File: src/rtl/uart_pkg.sv
// Shared UART definitions for the transmit and receive paths.
package uart_pkg;

  localparam int UART_DEFAULT_BAUD_DIVISOR = 868;
  localparam int UART_DEFAULT_DATA_WIDTH   = 8;

  typedef enum logic [2:0] {
    IDLE   = 3'd0,
    START  = 3'd1,
    DATA   = 3'd2,
    PARITY = 3'd3,
    STOP   = 3'd4
  } uart_tx_state_t;

  // Even parity bit; zero-extension of narrower payloads leaves the XOR unchanged.
  function automatic logic even_parity(input logic [63:0] value);
    return ^value;
  endfunction

endpackage

File: src/rtl/uart_baud_tick.sv
// Modulo-BAUD_DIVISOR bit-period counter; tick_out is high during the last cycle of each bit.
module uart_baud_tick #(
  parameter int BAUD_DIVISOR = 868
) (
  input  logic clk_in,
  input  logic rst_in,
  input  logic clr_in,
  input  logic en_in,
  output logic tick_out
);

  localparam int CW = (BAUD_DIVISOR > 1) ? $clog2(BAUD_DIVISOR) : 1;
  localparam logic [CW-1:0] LAST = CW'(BAUD_DIVISOR - 1);
  localparam logic [CW-1:0] ONE  = CW'(32'd1);

  logic [CW-1:0] cnt_q;
  logic [CW-1:0] cnt_d;

  always_comb begin
    cnt_d = cnt_q;
    if (clr_in) begin
      cnt_d = '0;
    end else if (en_in) begin
      cnt_d = (cnt_q == LAST) ? '0 : cnt_q + ONE;
    end else begin
      cnt_d = cnt_q;
    end
  end

  always_ff @(posedge clk_in) begin
    if (rst_in) begin
      cnt_q <= '0;
    end else begin
      cnt_q <= cnt_d;
    end
  end

  assign tick_out = en_in && (cnt_q == LAST);

endmodule

File: src/rtl/uart_tx.sv
// uart_tx: valid/ready byte input, LSB-first 8N1 serial output.
// Define UART_TX_PARITY_EN to append an even-parity bit (8E1).
module uart_tx
  import uart_pkg::*;
#(
  parameter int BAUD_DIVISOR = UART_DEFAULT_BAUD_DIVISOR,
  parameter int DATA_WIDTH   = UART_DEFAULT_DATA_WIDTH
) (
  input  logic                  clk_in,
  input  logic                  rst_in,
  input  logic [DATA_WIDTH-1:0] data_in,
  input  logic                  data_valid_in,
  output logic                  ready_out,
  output logic                  busy_out,
  output logic                  tx_out
);

  localparam int IW = $clog2(DATA_WIDTH + 1);
  localparam logic [IW-1:0] LAST_BIT = IW'(DATA_WIDTH - 1);
  localparam logic [IW-1:0] IDX_ONE  = IW'(32'd1);

  localparam logic [2:0] ST_IDLE   = 3'(IDLE);
  localparam logic [2:0] ST_START  = 3'(START);
  localparam logic [2:0] ST_DATA   = 3'(DATA);
  localparam logic [2:0] ST_STOP   = 3'(STOP);
`ifdef UART_TX_PARITY_EN
  localparam logic [2:0] ST_PARITY = 3'(PARITY);
`endif

  logic [2:0]            state_q, state_d;
  logic [DATA_WIDTH-1:0] shift_q, shift_d;
  logic [IW-1:0]         bit_idx_q, bit_idx_d;
  logic                  tx_q, tx_d;
  logic                  ready_q, ready_d;
  logic                  busy_q, busy_d;
`ifdef UART_TX_PARITY_EN
  logic                  parity_q, parity_d;
`endif
  logic                  accept_s;
  logic                  tick_s;

  assign accept_s = data_valid_in && ready_q;

  // Counter restarts on accept so the start bit is exactly one full period.
  uart_baud_tick #(
    .BAUD_DIVISOR(BAUD_DIVISOR)
  ) u_baud (
    .clk_in  (clk_in),
    .rst_in  (rst_in),
    .clr_in  (accept_s || tick_s),
    .en_in   (busy_q),
    .tick_out(tick_s)
  );

  always_comb begin
    state_d   = state_q;
    shift_d   = shift_q;
    bit_idx_d = bit_idx_q;
    tx_d      = tx_q;
    ready_d   = ready_q;
    busy_d    = busy_q;
`ifdef UART_TX_PARITY_EN
    parity_d  = parity_q;
`endif
    case (state_q)
      ST_IDLE: begin
        if (accept_s) begin
          state_d   = ST_START;
          shift_d   = data_in;
          bit_idx_d = '0;
          tx_d      = 1'b0;
          ready_d   = 1'b0;
          busy_d    = 1'b1;
`ifdef UART_TX_PARITY_EN
          parity_d  = even_parity(64'(data_in));
`endif
        end else begin
          tx_d = 1'b1;
        end
      end
      ST_START: begin
        if (tick_s) begin
          state_d = ST_DATA;
          tx_d    = shift_q[0];
        end else begin
          tx_d = 1'b0;
        end
      end
      ST_DATA: begin
        if (tick_s) begin
          if (bit_idx_q == LAST_BIT) begin
`ifdef UART_TX_PARITY_EN
            state_d = ST_PARITY;
            tx_d    = parity_q;
`else
            state_d = ST_STOP;
            tx_d    = 1'b1;
`endif
          end else begin
            shift_d   = shift_q >> 1;
            bit_idx_d = bit_idx_q + IDX_ONE;
            tx_d      = shift_d[0];
          end
        end else begin
          tx_d = shift_q[0];
        end
      end
`ifdef UART_TX_PARITY_EN
      ST_PARITY: begin
        if (tick_s) begin
          state_d = ST_STOP;
          tx_d    = 1'b1;
        end else begin
          tx_d = parity_q;
        end
      end
`endif
      ST_STOP: begin
        if (tick_s) begin
          state_d = ST_IDLE;
          ready_d = 1'b1;
          busy_d  = 1'b0;
        end else begin
          ready_d = 1'b0;
        end
        tx_d = 1'b1;
      end
      default: begin
        state_d = ST_IDLE;
        tx_d    = 1'b1;
        ready_d = 1'b1;
        busy_d  = 1'b0;
      end
    endcase
  end

  always_ff @(posedge clk_in) begin
    if (rst_in) begin
      state_q   <= ST_IDLE;
      shift_q   <= '0;
      bit_idx_q <= '0;
      tx_q      <= 1'b1;
      ready_q   <= 1'b1;
      busy_q    <= 1'b0;
`ifdef UART_TX_PARITY_EN
      parity_q  <= 1'b0;
`endif
    end else begin
      state_q   <= state_d;
      shift_q   <= shift_d;
      bit_idx_q <= bit_idx_d;
      tx_q      <= tx_d;
      ready_q   <= ready_d;
      busy_q    <= busy_d;
`ifdef UART_TX_PARITY_EN
      parity_q  <= parity_d;
`endif
    end
  end

  assign tx_out    = tx_q;
  assign ready_out = ready_q;
  assign busy_out  = busy_q;

endmodule

File: config.mk
export PLATFORM = sky130hd
export DESIGN_NAME = uart_tx
export DESIGN_NICKNAME = d
export VERILOG_FILES = /design/src/rtl/uart_pkg.sv /design/src/rtl/uart_baud_tick.sv /design/src/rtl/uart_tx.sv
export SDC_FILE = /design/constraint.sdc
export NUM_CORES = 1
export LEC_CHECK = 0
export CORE_ASPECT_RATIO = 1.2
export CORE_MARGIN = 2
export CORE_UTILIZATION = 50
export CTS_BUF_LIST = sky130_fd_sc_hd__clkbuf_16
export DETAILED_ROUTE_END_ITERATION = 7
export PLACE_DENSITY = 0.71
export SLEW_MARGIN = 30
export SYNTH_ARGS = -nofsm -noshare
export SYNTH_HDL_FRONTEND = slang
export SYNTH_HIERARCHICAL = 1
export SYNTH_SLANG_ARGS = --single-unit
File: constraint.sdc
create_clock -name clk_in -period 5.85 [get_ports clk_in]
set_input_delay 1.17 -clock clk_in [delete_from_list [all_inputs] [get_ports clk_in]]
set_output_delay 1.17 -clock clk_in [all_outputs]
set_load 0.1 [all_outputs]
After elaboration in Yosys (flattened, before gate mapping)
Cells that the tools add are included.
{"block": "word_totals", "regBits": 28, "inputBits": 11, "output_inout_bits": 3, "elab_cells": 58}
{"block": "op_classes", "add_sub_neg": 2, "eq_ne": 11, "mux": 26, "n_bitwise": 1, "n_reduce_logical": 11}
{"cell": "8-bit two-way mux", "count": 3}
{"cell": "8-bit case mux with 2 select lines", "count": 1}
{"cell": "3-bit two-way mux", "count": 5}
{"cell": "4-bit two-way mux", "count": 3}
{"cell": "2-bit inequality test, second input constant", "count": 6}
{"cell": "3-bit case mux with 4 select lines", "count": 1}
{"cell": "10-bit by 1-bit adder with 10-bit output, second input constant", "count": 1}
{"cell": "10-bit == test, second input constant", "count": 1}
{"cell": "10-bit two-way mux", "count": 1}
{"cell": "1-bit case mux with 3 select lines", "count": 3}
{"cell": "1-bit two-way mux", "count": 8}
{"cell": "4-bit case mux with 2 select lines", "count": 1}
{"cell": "5-bit AND reduction", "count": 1}
{"cell": "4-bit by 1-bit adder with 4-bit output, second input constant", "count": 1}
{"cell": "4-bit by 3-bit == test with 1-bit output, second input constant", "count": 1}
{"cell": "4-bit AND reduction", "count": 1}
{"cell": "2-bit OR reduction", "count": 2}
{"cell": "3-bit by 1-bit == test with 1-bit output, second input constant", "count": 1}
{"cell": "3-bit by 2-bit == test with 1-bit output, second input constant", "count": 1}
{"cell": "3-bit == test, second input constant", "count": 1}
{"cell": "3-bit logical NOT", "count": 1}
{"cell": "3-bit AND reduction", "count": 1}
{"cell": "1-bit logical AND", "count": 2}
{"cell": "2-bit AND reduction", "count": 1}
{"cell": "other kinds (3)", "count": 3}

Logic depth before layout (Yosys ltp)
Gate-level depths: netlist of the first run.
{"block": "logic_depth", "ltp_word": 4, "depth_mapped": 9, "mapped_depth_nobuf": 8}

Hierarchy
The synthesis of the first run kept the hierarchy.
{"module": "uart_tx", "n_inst": 1, "cells_each": 106, "area_each_um2": 928.4, "seq_area_each_um2": 360.3}
{"module": "uart_baud_tick", "n_inst": 1, "cells_each": 50, "area_each_um2": 471.7, "seq_area_each_um2": 200.2}

Worst setup path before layout of the first run
OpenSTA, ideal clock, no wires.
{"block": "synth_path", "path_kind": "reg-to-reg", "startpoint": "register busy_q (netlist: busy_out)", "endpoint": "register shift_q[3]", "setup_ns": 0.079, "t_arrival_ns": 2.782, "required_time_ns": 5.771, "path_slack_ns": 2.988, "path_stages_with_launch": 9, "path_buffers": 2, "synth_period_minus_slack_ns": 2.862, "path_cell_list": "dfxtp_1 -> nand2_1 -> nor4_1 -> clkbuf_1 -> nand4bb_1 -> o32ai_4 -> buf_6 -> nor2_1 -> a211oi_2"}
{"block": "synth_via", "elab_chain_len": 3}
{"element": "from (decl)", "line_no": "uart_tx.sv:35", "text": "logic busy_q, busy_d;"}
{"element": "from (signal assigned)", "line_no": "uart_tx.sv:154", "text": "busy_q <= busy_d;"}
{"element": "1-bit logical AND", "line_no": "uart_baud_tick.sv:38", "text": "assign tick_out = en_in && (cnt_q == LAST);"}
{"element": "net tick_s", "line_no": "uart_tx.sv:40", "text": "logic tick_s;"}
{"element": "2-bit inequality test (no source line)"}
{"element": "4-bit AND reduction (no source line)"}
{"element": "to (signal assigned)", "line_no": "uart_tx.sv:150", "text": "shift_q <= shift_d;"}
{"element": "to (decl)", "line_no": "uart_tx.sv:31", "text": "logic [DATA_WIDTH-1:0] shift_q, shift_d;"}
The timed path passes the listed nets, and every way through them passes these cells.
A chain may end at the register's enable or synchronous reset.

Final worst setup path of the first run
{"block": "layout_path", "startpoint": "register busy_q (netlist: busy_out)", "endpoint": "output busy_out"}
{"element": "to (decl)", "line_no": "uart_tx.sv:14", "text": "output logic busy_out,"}
No word-level cell between the ends.

==> impl_metrics.tcl, run 1 <==
set metrics [dict create \
    cp-startpoint "busy_out" \
    reg2reg_depth 8 \
    min_period_ps 3090 \
    io_pins 14 \
    synth_common_cells "28 x dfxtp_1, 22 x nor2_1, 13 x a21oi_1" \
    clk_pin_slew_ps 70 \
    synth_top_cell_area_share 0.400 \
    n_fill_cell 249 \
    syn_area_um2 1400 \
    post_cts_buffers 0 \
    power.ir.vdd_worst_uv 205 \
    cts_buffers 3 \
    row_count 21 \
    grt_overflow 0 \
    routed_wirelength_mm 2.57 \
    drive_above_1_share 0.0723 \
    start_util 0.512 \
    slew_headroom 0.360 \
    drtIter0Drc 16 \
    p_per_area_nw_per_um2 282 \
    crit_arrival_ps 1920 \
    fin_tns_setup_ps 0 \
    coreArea_um2 2730 \
    min_from "u_baud/cnt_q[9]" \
    via_count 1103 \
    worst-path-buf-inv 1 \
    die_y_um 62.0 \
    gp_congestion 0.727 \
    whs_endpoint "u_baud/cnt_q[9]" \
    ys_seq_area_frac 0.400 \
    viasPerCell 5.52 \
    die-area_um2 3240 \
    leakage_nw 0.579 \
    min_path_cells 2 \
    syn_area_per_cell_um2 8.97 \
    max_freq_ghz 0.323 \
    setup_violations 0 \
    synth_nets 169 \
    cts_hold_buf 0 \
    cp_slowest_cell "clkdlybuf4s50_1" \
    grt_pass1_vias 1044 \
    path_depth 1 \
    synth_edf_count 0 \
    yosysMostFrequentCell "dfxtp_1" \
    yosysTopAreaCell "dfxtp_1" \
    synth_seq_cells 28 \
    clock_latency_ps 260 \
    grt_use_total 0.176 \
    drv_cap 0 \
    portBuffers 13 \
    root_buffer "clkbuf_16" \
    ctsLongestPathBuffers 2 \
    reg2reg_from "u_baud/cnt_q[0]" \
    tritoncts "done" \
    dp_slack_ps 2750 \
    ys.flop_type "dfxtp_1" \
    finalInstanceArea_um2 1650 \
    synth_warnings 6 \
    rsz0062_at_grt "no" \
    r2r_end "shift_q[2]" \
    multi_input_area_um2 786 \
    rrSetupSlack_ps 3490 \
    finalCritPeriodShare 0.529 \
    hold_class "flop to flop" \
    finalHoldViolCount 0 \
    drtAntennaViolNets 0 \
    ff_latch_area_um2 561 \
    max_slew.worst_pin.slew_ps 957 \
    die-width_um 52.3 \
    drc 0 \
    path_class "flop to primary output" \
    path_delay_family "buffers and inverters" \
    crit_chain "clkdlybuf4s50_1" \
    status "complete, no violations" \
    fin_worst_skew_ps 1.67 \
    drtPass1Iterations 4 \
    placed_cell_area_um2 1540 \
    cpPeakStageDelay_ps 1190 \
    setup_ws_ps 2760 \
    finalNetCount 180 \
    synthTopCellsByArea "dfxtp_1 40%, nor2_1 5.9%, mux2i_1 5.7%" \
    hpwl_mm 1.86 \
    wl_per_cell_um 12.8 \
    numClockSinks 28 \
    antenna_found_initial 0 \
    grt_pass1_wl_mm 4.40 \
    startpoint_type "flop" \
    synthCells 156 \
    synthArstFlopShare 0 \
    syn2layout_area_growth_pct 17.6 \
    diodes 0 \
    synth_cell_types 39 \
    path_max_fanout 7 \
    end_kind "primary output" \
    drv_slew 0 \
    cp.required_ps 4680 \
    htree_num_levels 1 \
    ctsResizeCount 0 \
    grt_max_degree 18 \
]
-- placed cells by master, fill, tap and decap left out, types with 5 or more instances in the layout --
cell type        instances
a211oi_1                 5
nor2_1                  22
dfxtp_1                 28
nand2_1                  8
mux2i_1                  8
clkdlybuf4s50_1         13
a21oi_1                 13
-- where the power goes --
group | switching (mW) | internal [mW] | leakage, nW
Sequential | 0.00841 | 0.199 | 0.228
Combinational | 0.0342 | 0.0236 | 0.299
Clock | 0.0620 | 0.136 | 0.0511
Total | 0.105 | 0.359 | 0.579
-- logic make-up (layout without fill, tap and decap cells) --
| group | after synthesis | in the layout | share of synthesized area |
|---|---|---|---|
| AND/OR/NAND/NOR | 64 | 64 | 0.246 |
| AO/OA/AOI/OAI | 35 | 35 | 0.195 |
| flip-flops | 28 | 28 | 0.400 |
| buffers and inverters | 12 | 22 | 0.0384 |
| multiplexers | 9 | 9 | 0.0652 |
| XOR/XNOR | 6 | 6 | 0.0375 |
| adder cells (fa/ha/maj) | 2 | 2 | 0.0179 |
-- sequential cells by signal, indices dropped and copies added (netlist names) --
| register | cells |
|---|---|
| bit_idx_q | 4 |
| busy_out | 1 |
| ready_out | 1 |
| shift_q | 8 |
| state_q | 3 |
| tx_out | 1 |
| u_baud/cnt_q | 10 |
-- worst max path at each step --
stage,end
final,busy_out
after global routing,busy_out
after CTS,busy_out
after detailed placement,shift_q[2]
after global placement,shift_q[7]
after floorplan,shift_q[3]
-- per-stage QoR --
step / utilization / instances / hold slack, ps / power, mW
after floorplan: - / 156 / 452 / 0.254
after global placement: 0.564 / 196 / 469 / 0.269
after detailed placement: 0.564 / 196 / 487 / 0.270
after CTS: 0.603 / 200 / 500 / 0.469
after global routing: 0.603 / 200 / 510 / 0.482
final: 0.603 / 200 / 495 / 0.464
-- tightest hold or removal path, cell delays in order, from the launching register on --
cell	delay [ps]
dfxtp_1	320
o31ai_1	70
a21oi_1	60
-- layout make-up --
class,instances,share of cell area
multi-input cells,116,0.477
flip-flops and latches,28,0.340
repair buffers,14,0.0836
clock buffers,3,0.0456
well taps,34,0.0258
clock inverters,1,0.0182
inverters,4,0.00912
-- layer usage --
| layer | GRT usage | wire, um | share of wire |
|---|---|---|---|
| met1 | 0.215 | 1200 | 0.47 |
| met2 | 0.318 | 1290 | 0.50 |
| met3 | 0.0239 | 58 | 0.023 |
| met4 | 0.0586 | 19 | 0.0074 |
| met5 | 0 | 0 | 0 |
(Power assumes the default switching activity.)
==> run 2, diff against run 1 <==
==> constraint.sdc (replaced) <==
create_clock -name clk_in -period 3 [get_ports clk_in]
set_input_delay 0.6 -clock clk_in [delete_from_list [all_inputs] [get_ports clk_in]]
set_output_delay 0.6 -clock clk_in [all_outputs]
set_load 0.1 [all_outputs]
==> run 2 against run 1 <==
Sequential cell count is the same. Worst setup slack worse by 2100 ps. First-iteration DRC count up 110%. Clock skew is 0.69 ps higher. Combinational power up 96%. Routed wire length rose by 3.2%. Critical endpoint is now shift_q[5]. Largest power group unchanged.
==> impl_metrics.tcl, run 2 (synthesis results as in run 1) <==
set metrics [dict create \
    finalNetCount 182 \
    rsz0062_at_grt "no" \
    coreArea_um2 2730 \
    whs_endpoint "u_baud/cnt_q[9]" \
    numClockSinks 28 \
    clock_latency_ps 260 \
    grt_overflow 0 \
    die-width_um 52.3 \
    leakage_nw 0.591 \
    drive_above_1_share 0.101 \
    viasPerCell 5.70 \
    min_from "u_baud/cnt_q[9]" \
    start_util 0.512 \
    power.ir.vdd_worst_uv 300 \
    largest_register_ff_count 10 \
    path_max_fanout 16 \
    io_pins 14 \
    grt_pass1_vias 1043 \
    antenna_found_initial 0 \
    post_cts_buffers 0 \
    via_count 1152 \
    rrSetupSlack_ps 700 \
    syn2layout_area_growth_pct 18.1 \
    root_buffer "clkbuf_16" \
    swShare 0.229 \
    drtAntennaViolNets 0 \
    fin_tns_setup_ps 0 \
    crit_arrival_ps 2470 \
    p_clk_frac 0.429 \
    gp_congestion 0.781 \
    clk_pin_slew_ps 70 \
    diodes 0 \
    power.total_mw 0.907 \
    cts_buffers 3 \
    cpPeakStageDelay_ps 430 \
    share_comb_of_total_power 0.125 \
    cts_hold_buf 0 \
    max_freq_ghz 0.435 \
    reg2reg_depth 6 \
    seq_power_share 0.447 \
    r2r_end "shift_q[5]" \
    drv_cap 0 \
    drtPass1Iterations 4 \
    p_sw_mw 0.207 \
    die-area_um2 3240 \
    slew_headroom 0.588 \
    layout_common_cells "28 x dfxtp_1, 22 x nor2_1, 13 x a21oi_1" \
    finalHoldViolCount 0 \
    die_y_um 62.0 \
    fin_hold_ws_ps 492 \
    hpwl_mm 1.98 \
    tritoncts "done" \
    cp_slowest_cell "o32ai_4" \
    drv_slew 0 \
    drtIter0Drc 33 \
    portBuffers 13 \
    routed_wirelength_mm 2.65 \
    grt_use_total 0.183 \
    crit_chain "or3_4 -> nor4_1 -> nand4bb_1 -> o32ai_4 -> nor2_1 -> a211oi_1" \
    grt_max_degree 17 \
    ctsResizeCount 0 \
    end_kind "flop" \
    max_slew.worst_pin.slew_ps 618 \
    largestRegisters "u_baud/cnt_q (10), shift_q (8), bit_idx_q (4)" \
    hold_class "flop to flop" \
    setup_violations 0 \
    row_count 21 \
    fin_worst_skew_ps 2.36 \
    min_path_cells 2 \
    status "complete, no violations" \
    finalCritPeriodShare 0.765 \
    ff_latch_area_um2 561 \
    drc 0 \
    startpoint_type "flop" \
    multi_input_area_um2 786 \
    grt_pass1_wl_mm 4.52 \
    wl_per_cell_um 13.1 \
    final_common_cell "dfxtp_1" \
    cp.required_ps 3170 \
    ctsLongestPathBuffers 2 \
    top_register "u_baud/cnt_q" \
    reg2reg_from "u_baud/cnt_q[2]" \
    power.internal_mw 0.700 \
    p_per_area_nw_per_um2 548 \
    n_fill_cell 258 \
    min_period_ps 2300 \
    htree_num_levels 1 \
    path_class "flop to flop" \
]
run 2: area by class of cell:
class / instances / share of cell area
Multi-Input combinational cell: 116 / 0.475
Sequential cell: 28 / 0.339
Timing Repair Buffer: 16 / 0.0877
Clock buffer: 3 / 0.0454
Tap cell: 34 / 0.0257
Clock inverter: 1 / 0.0182
Inverter: 4 / 0.00908
run 2: worst max-delay path by stage:
stage | start | to | slack [ps] | depth (start not counted)
floorplan | busy_out | shift_q[3] | 140 | 8
global placement | data_valid_in | shift_q[7] | 540 | 5
detailed placement | data_valid_in | shift_q[5] | 500 | 5
CTS | u_baud/cnt_q[2] | shift_q[6] | 680 | 6
global route | busy_out | shift_q[2] | 450 | 6
finish | u_baud/cnt_q[2] | shift_q[5] | 700 | 6
run 2: routing by layer:
layer / share of wire / vias to the layer above / track usage
li1: - / 590 / -
met1: 0.43 / 544 / 0.221
met2: 0.54 / 16 / 0.330
met3: 0.029 / 2 / 0.0287
met4: 0.0072 / 0 / 0.0659
met5: 0 / - / 0
run 2: power groups by stage:
stage | clock (mW) | sequential (mW) | combinational (mW)
final | 0.389 | 0.405 | 0.113
after global routing | 0.414 | 0.407 | 0.124
after CTS | 0.397 | 0.405 | 0.114
after detailed placement | 0 | 0.413 | 0.113
after global placement | 0 | 0.413 | 0.111
after floorplan | 0 | 0.435 | 0.0603
run 2: metrics by stage:
| stage | std cells | util | setup WS (ps) | cell area (um2) |
|---|---|---|---|---|
| 2_1_floorplan | 156 | - | 138 | 1400 |
| 3_3_place_gp | 198 | 0.567 | 541 | 1550 |
| 3_5_place_dp | 198 | 0.567 | 503 | 1550 |
| 4_1_cts | 202 | 0.605 | 683 | 1650 |
| 5_1_grt | 202 | 0.605 | 448 | 1650 |
| 6_report | 202 | 0.605 | 704 | 1650 |
run 2: critical path: cells and delay by family (launching register included):
family,cells,cell delay (ps)
AO/OA/AOI/OAI,2,660
flip-flops,1,360
AND/OR/NAND/NOR,4,1200
==> run 3, diff against run 2 <==
--- a/config.mk
+++ b/config.mk
@@ -10,7 +10,7 @@
 export CORE_UTILIZATION = 50
 export CTS_BUF_LIST = sky130_fd_sc_hd__clkbuf_16
 export DETAILED_ROUTE_END_ITERATION = 7
-export PLACE_DENSITY = 0.71
+export PLACE_DENSITY = 0.74
 export SLEW_MARGIN = 30
 export SYNTH_ARGS = -nofsm -noshare
 export SYNTH_HDL_FRONTEND = slang
==> constraint.sdc (replaced) <==
create_clock -name clk_in -period 2 [get_ports clk_in]
set_input_delay 0.4 -clock clk_in [delete_from_list [all_inputs] [get_ports clk_in]]
set_output_delay 0.4 -clock clk_in [all_outputs]
set_load 0.1 [all_outputs]
==> run 3 against run 2 <==
First-iteration DRC count is 18% lower. Cell area is 11% higher. Die area stayed put. Worst hold slack better by 2.3 ps. Clock power rose by 52%. Via count is 11% higher. Critical path type unchanged.
==> impl_metrics.tcl, run 3 (synthesis results as in run 1) <==
set metrics [dict create \
    start_util 0.512 \
    final_common_cell "dfxtp_1" \
    drive_above_1_share 0.246 \
    cp_slowest_cell "or3_4" \
    clk_pin_slew_ps 70 \
    setup_ws_ps 35.9 \
    grt_max_degree 17 \
    coreArea_um2 2730 \
    ctsLongestPathBuffers 2 \
    crit_path_end "bit_idx_q[1]" \
    p_per_area_nw_per_um2 765 \
    max_freq_ghz 0.509 \
    via_count 1279 \
    hpwl_mm 2.09 \
    drc 0 \
    crit_chain "or3_4 -> nor4_2 -> buf_4 -> nand4bb_4 -> o32ai_4 -> buf_6 -> nand3_1 -> a21oi_2" \
    tritoncts "done" \
    cts_hold_buf 0 \
    syn2layout_area_growth_pct 31.4 \
    top_register "u_baud/cnt_q" \
    portBuffers 13 \
    end_kind "flop" \
    drv_cap 0 \
    dp.cells 209 \
    die-area_um2 3240 \
    diodes 0 \
    path_max_fanout 8 \
    hold_class "flop to flop" \
    numClockSinks 28 \
    wl_per_cell_um 14.4 \
    root_buffer "clkbuf_16" \
    setup_violations 0 \
    cp-startpoint "u_baud/cnt_q[3]" \
    finalHoldViolCount 0 \
    leakage_nw 0.686 \
    finalNetCount 197 \
    dp_slack_ps -95.3 \
    power.ir.vdd_worst_uv 489 \
    clock_latency_ps 260 \
    path_class "flop to flop" \
    power.total_mw 1.41 \
    drtAntennaViolNets 0 \
    crit_arrival_ps 2160 \
    row_count 21 \
    htree_num_levels 1 \
    finalCritPeriodShare 0.982 \
    grt_pass1_wl_mm 4.82 \
    largestRegisters "u_baud/cnt_q (10), shift_q (8), bit_idx_q (4)" \
    worst-path-buf-inv 2 \
    fin_worst_skew_ps 2.03 \
    slew_headroom 0.587 \
    die-width_um 52.3 \
    grt_pass1_vias 1126 \
    die_y_um 62.0 \
    viasPerCell 5.89 \
    max_slew.worst_pin.slew_ps 617 \
    fin_hold_ws_ps 494 \
    ff_latch_area_um2 567 \
    io_pins 14 \
    r2r_end "bit_idx_q[1]" \
    layout_common_cells "25 x dfxtp_1, 22 x nor2_1, 19 x buf_4" \
    n_fill_cell 229 \
    cpPeakStageDelay_ps 400 \
    min_from "u_baud/cnt_q[9]" \
    rrSetupSlack_ps 40 \
    min_path_cells 2 \
    largest_register_ff_count 10 \
    multi_input_area_um2 845 \
    status "complete, no violations" \
    reg2reg_from "u_baud/cnt_q[3]" \
    path_delay_family "simple AND/OR/NAND/NOR gates" \
    drtPass1Iterations 4 \
    reg2reg_depth 8 \
    drtIter0Drc 27 \
    min_period_ps 1960 \
    cp.required_ps 2200 \
    drv_slew 0 \
    startpoint_type "flop" \
    grt_overflow 0 \
    path_depth 8 \
    antenna_found_initial 0 \
    cts_buffers 3 \
    instances_no_fill 217 \
    routed_wirelength_mm 3.13 \
    fin_tns_setup_ps 0 \
    rsz0062_at_grt "yes" \
    gp_congestion 0.822 \
    grt_use_total 0.200 \
]
## run 3: cell count changes in the layout (fill, tap and decap cells not counted), sizes merged
cell / previous run / this run
buf: 6 / 21
## run 3: repair_timing
| action | 4_1_cts | 5_1_grt |
|---|---|---|
| setup endpoints to repair | 8 | 8 |
| pin swaps | 0 | 6 |
| hold endpoints to repair | 0 | 0 |
| gates resized for setup | 5 | 5 |
| buffers inserted | 0 | 4 |
## run 3: layout make-up
cell class | count | share of cell area
Timing Repair Buffer | 31 | 0.144
Inverter | 4 | 0.00816
Multi-Input combinational cell | 116 | 0.459
Tap cell | 34 | 0.0231
Sequential cell | 28 | 0.308
Clock inverter | 1 | 0.0163
Clock buffer | 3 | 0.0408
## run 3: worst register-to-register path, cell delays in order (launching register included)
cell and delay, ps:
dfxtp_1 310, or3_4 400, nor4_2 260, buf_4 170, nand4bb_4 150, o32ai_4 150, buf_6 170, nand3_1 120
a21oi_2 160
## run 3: stage by stage
| step | area (um2) | utilization |
|---|---|---|
| after global routing | 1840 | 0.673 |
| final | 1840 | 0.673 |
| after CTS | 1790 | 0.654 |
| after detailed placement | 1660 | 0.608 |
| after floorplan | 1430 | - |
| after global placement | 1660 | 0.608 |
## run 3: worst min path at each step
stage	slack, ps	endpoint
finish	490	u_baud/cnt_q[9]
global route	500	u_baud/cnt_q[9]
CTS	500	u_baud/cnt_q[9]
detailed placement	490	u_baud/cnt_q[9]
global placement	470	u_baud/cnt_q[9]
floorplan	450	u_baud/cnt_q[9]
## run 3: power breakdown
group	total, mW	switching, mW	leakage (nW)	internal (mW)
clock	0.592	0.193	0.0511	0.399
sequential	0.606	0.0223	0.229	0.584
combinational	0.209	0.118	0.406	0.0906
## run 3: layer usage
layer  part of all wire  track usage  wire length (um)  vias to the layer above
li1                   -            -                 -                      622
met3              0.043       0.0335               135                        2
met2               0.52        0.338              1620                       47
met1               0.43        0.251              1360                      608
met4             0.0080       0.0916                25                        0
met5                  0            0                 0                        -
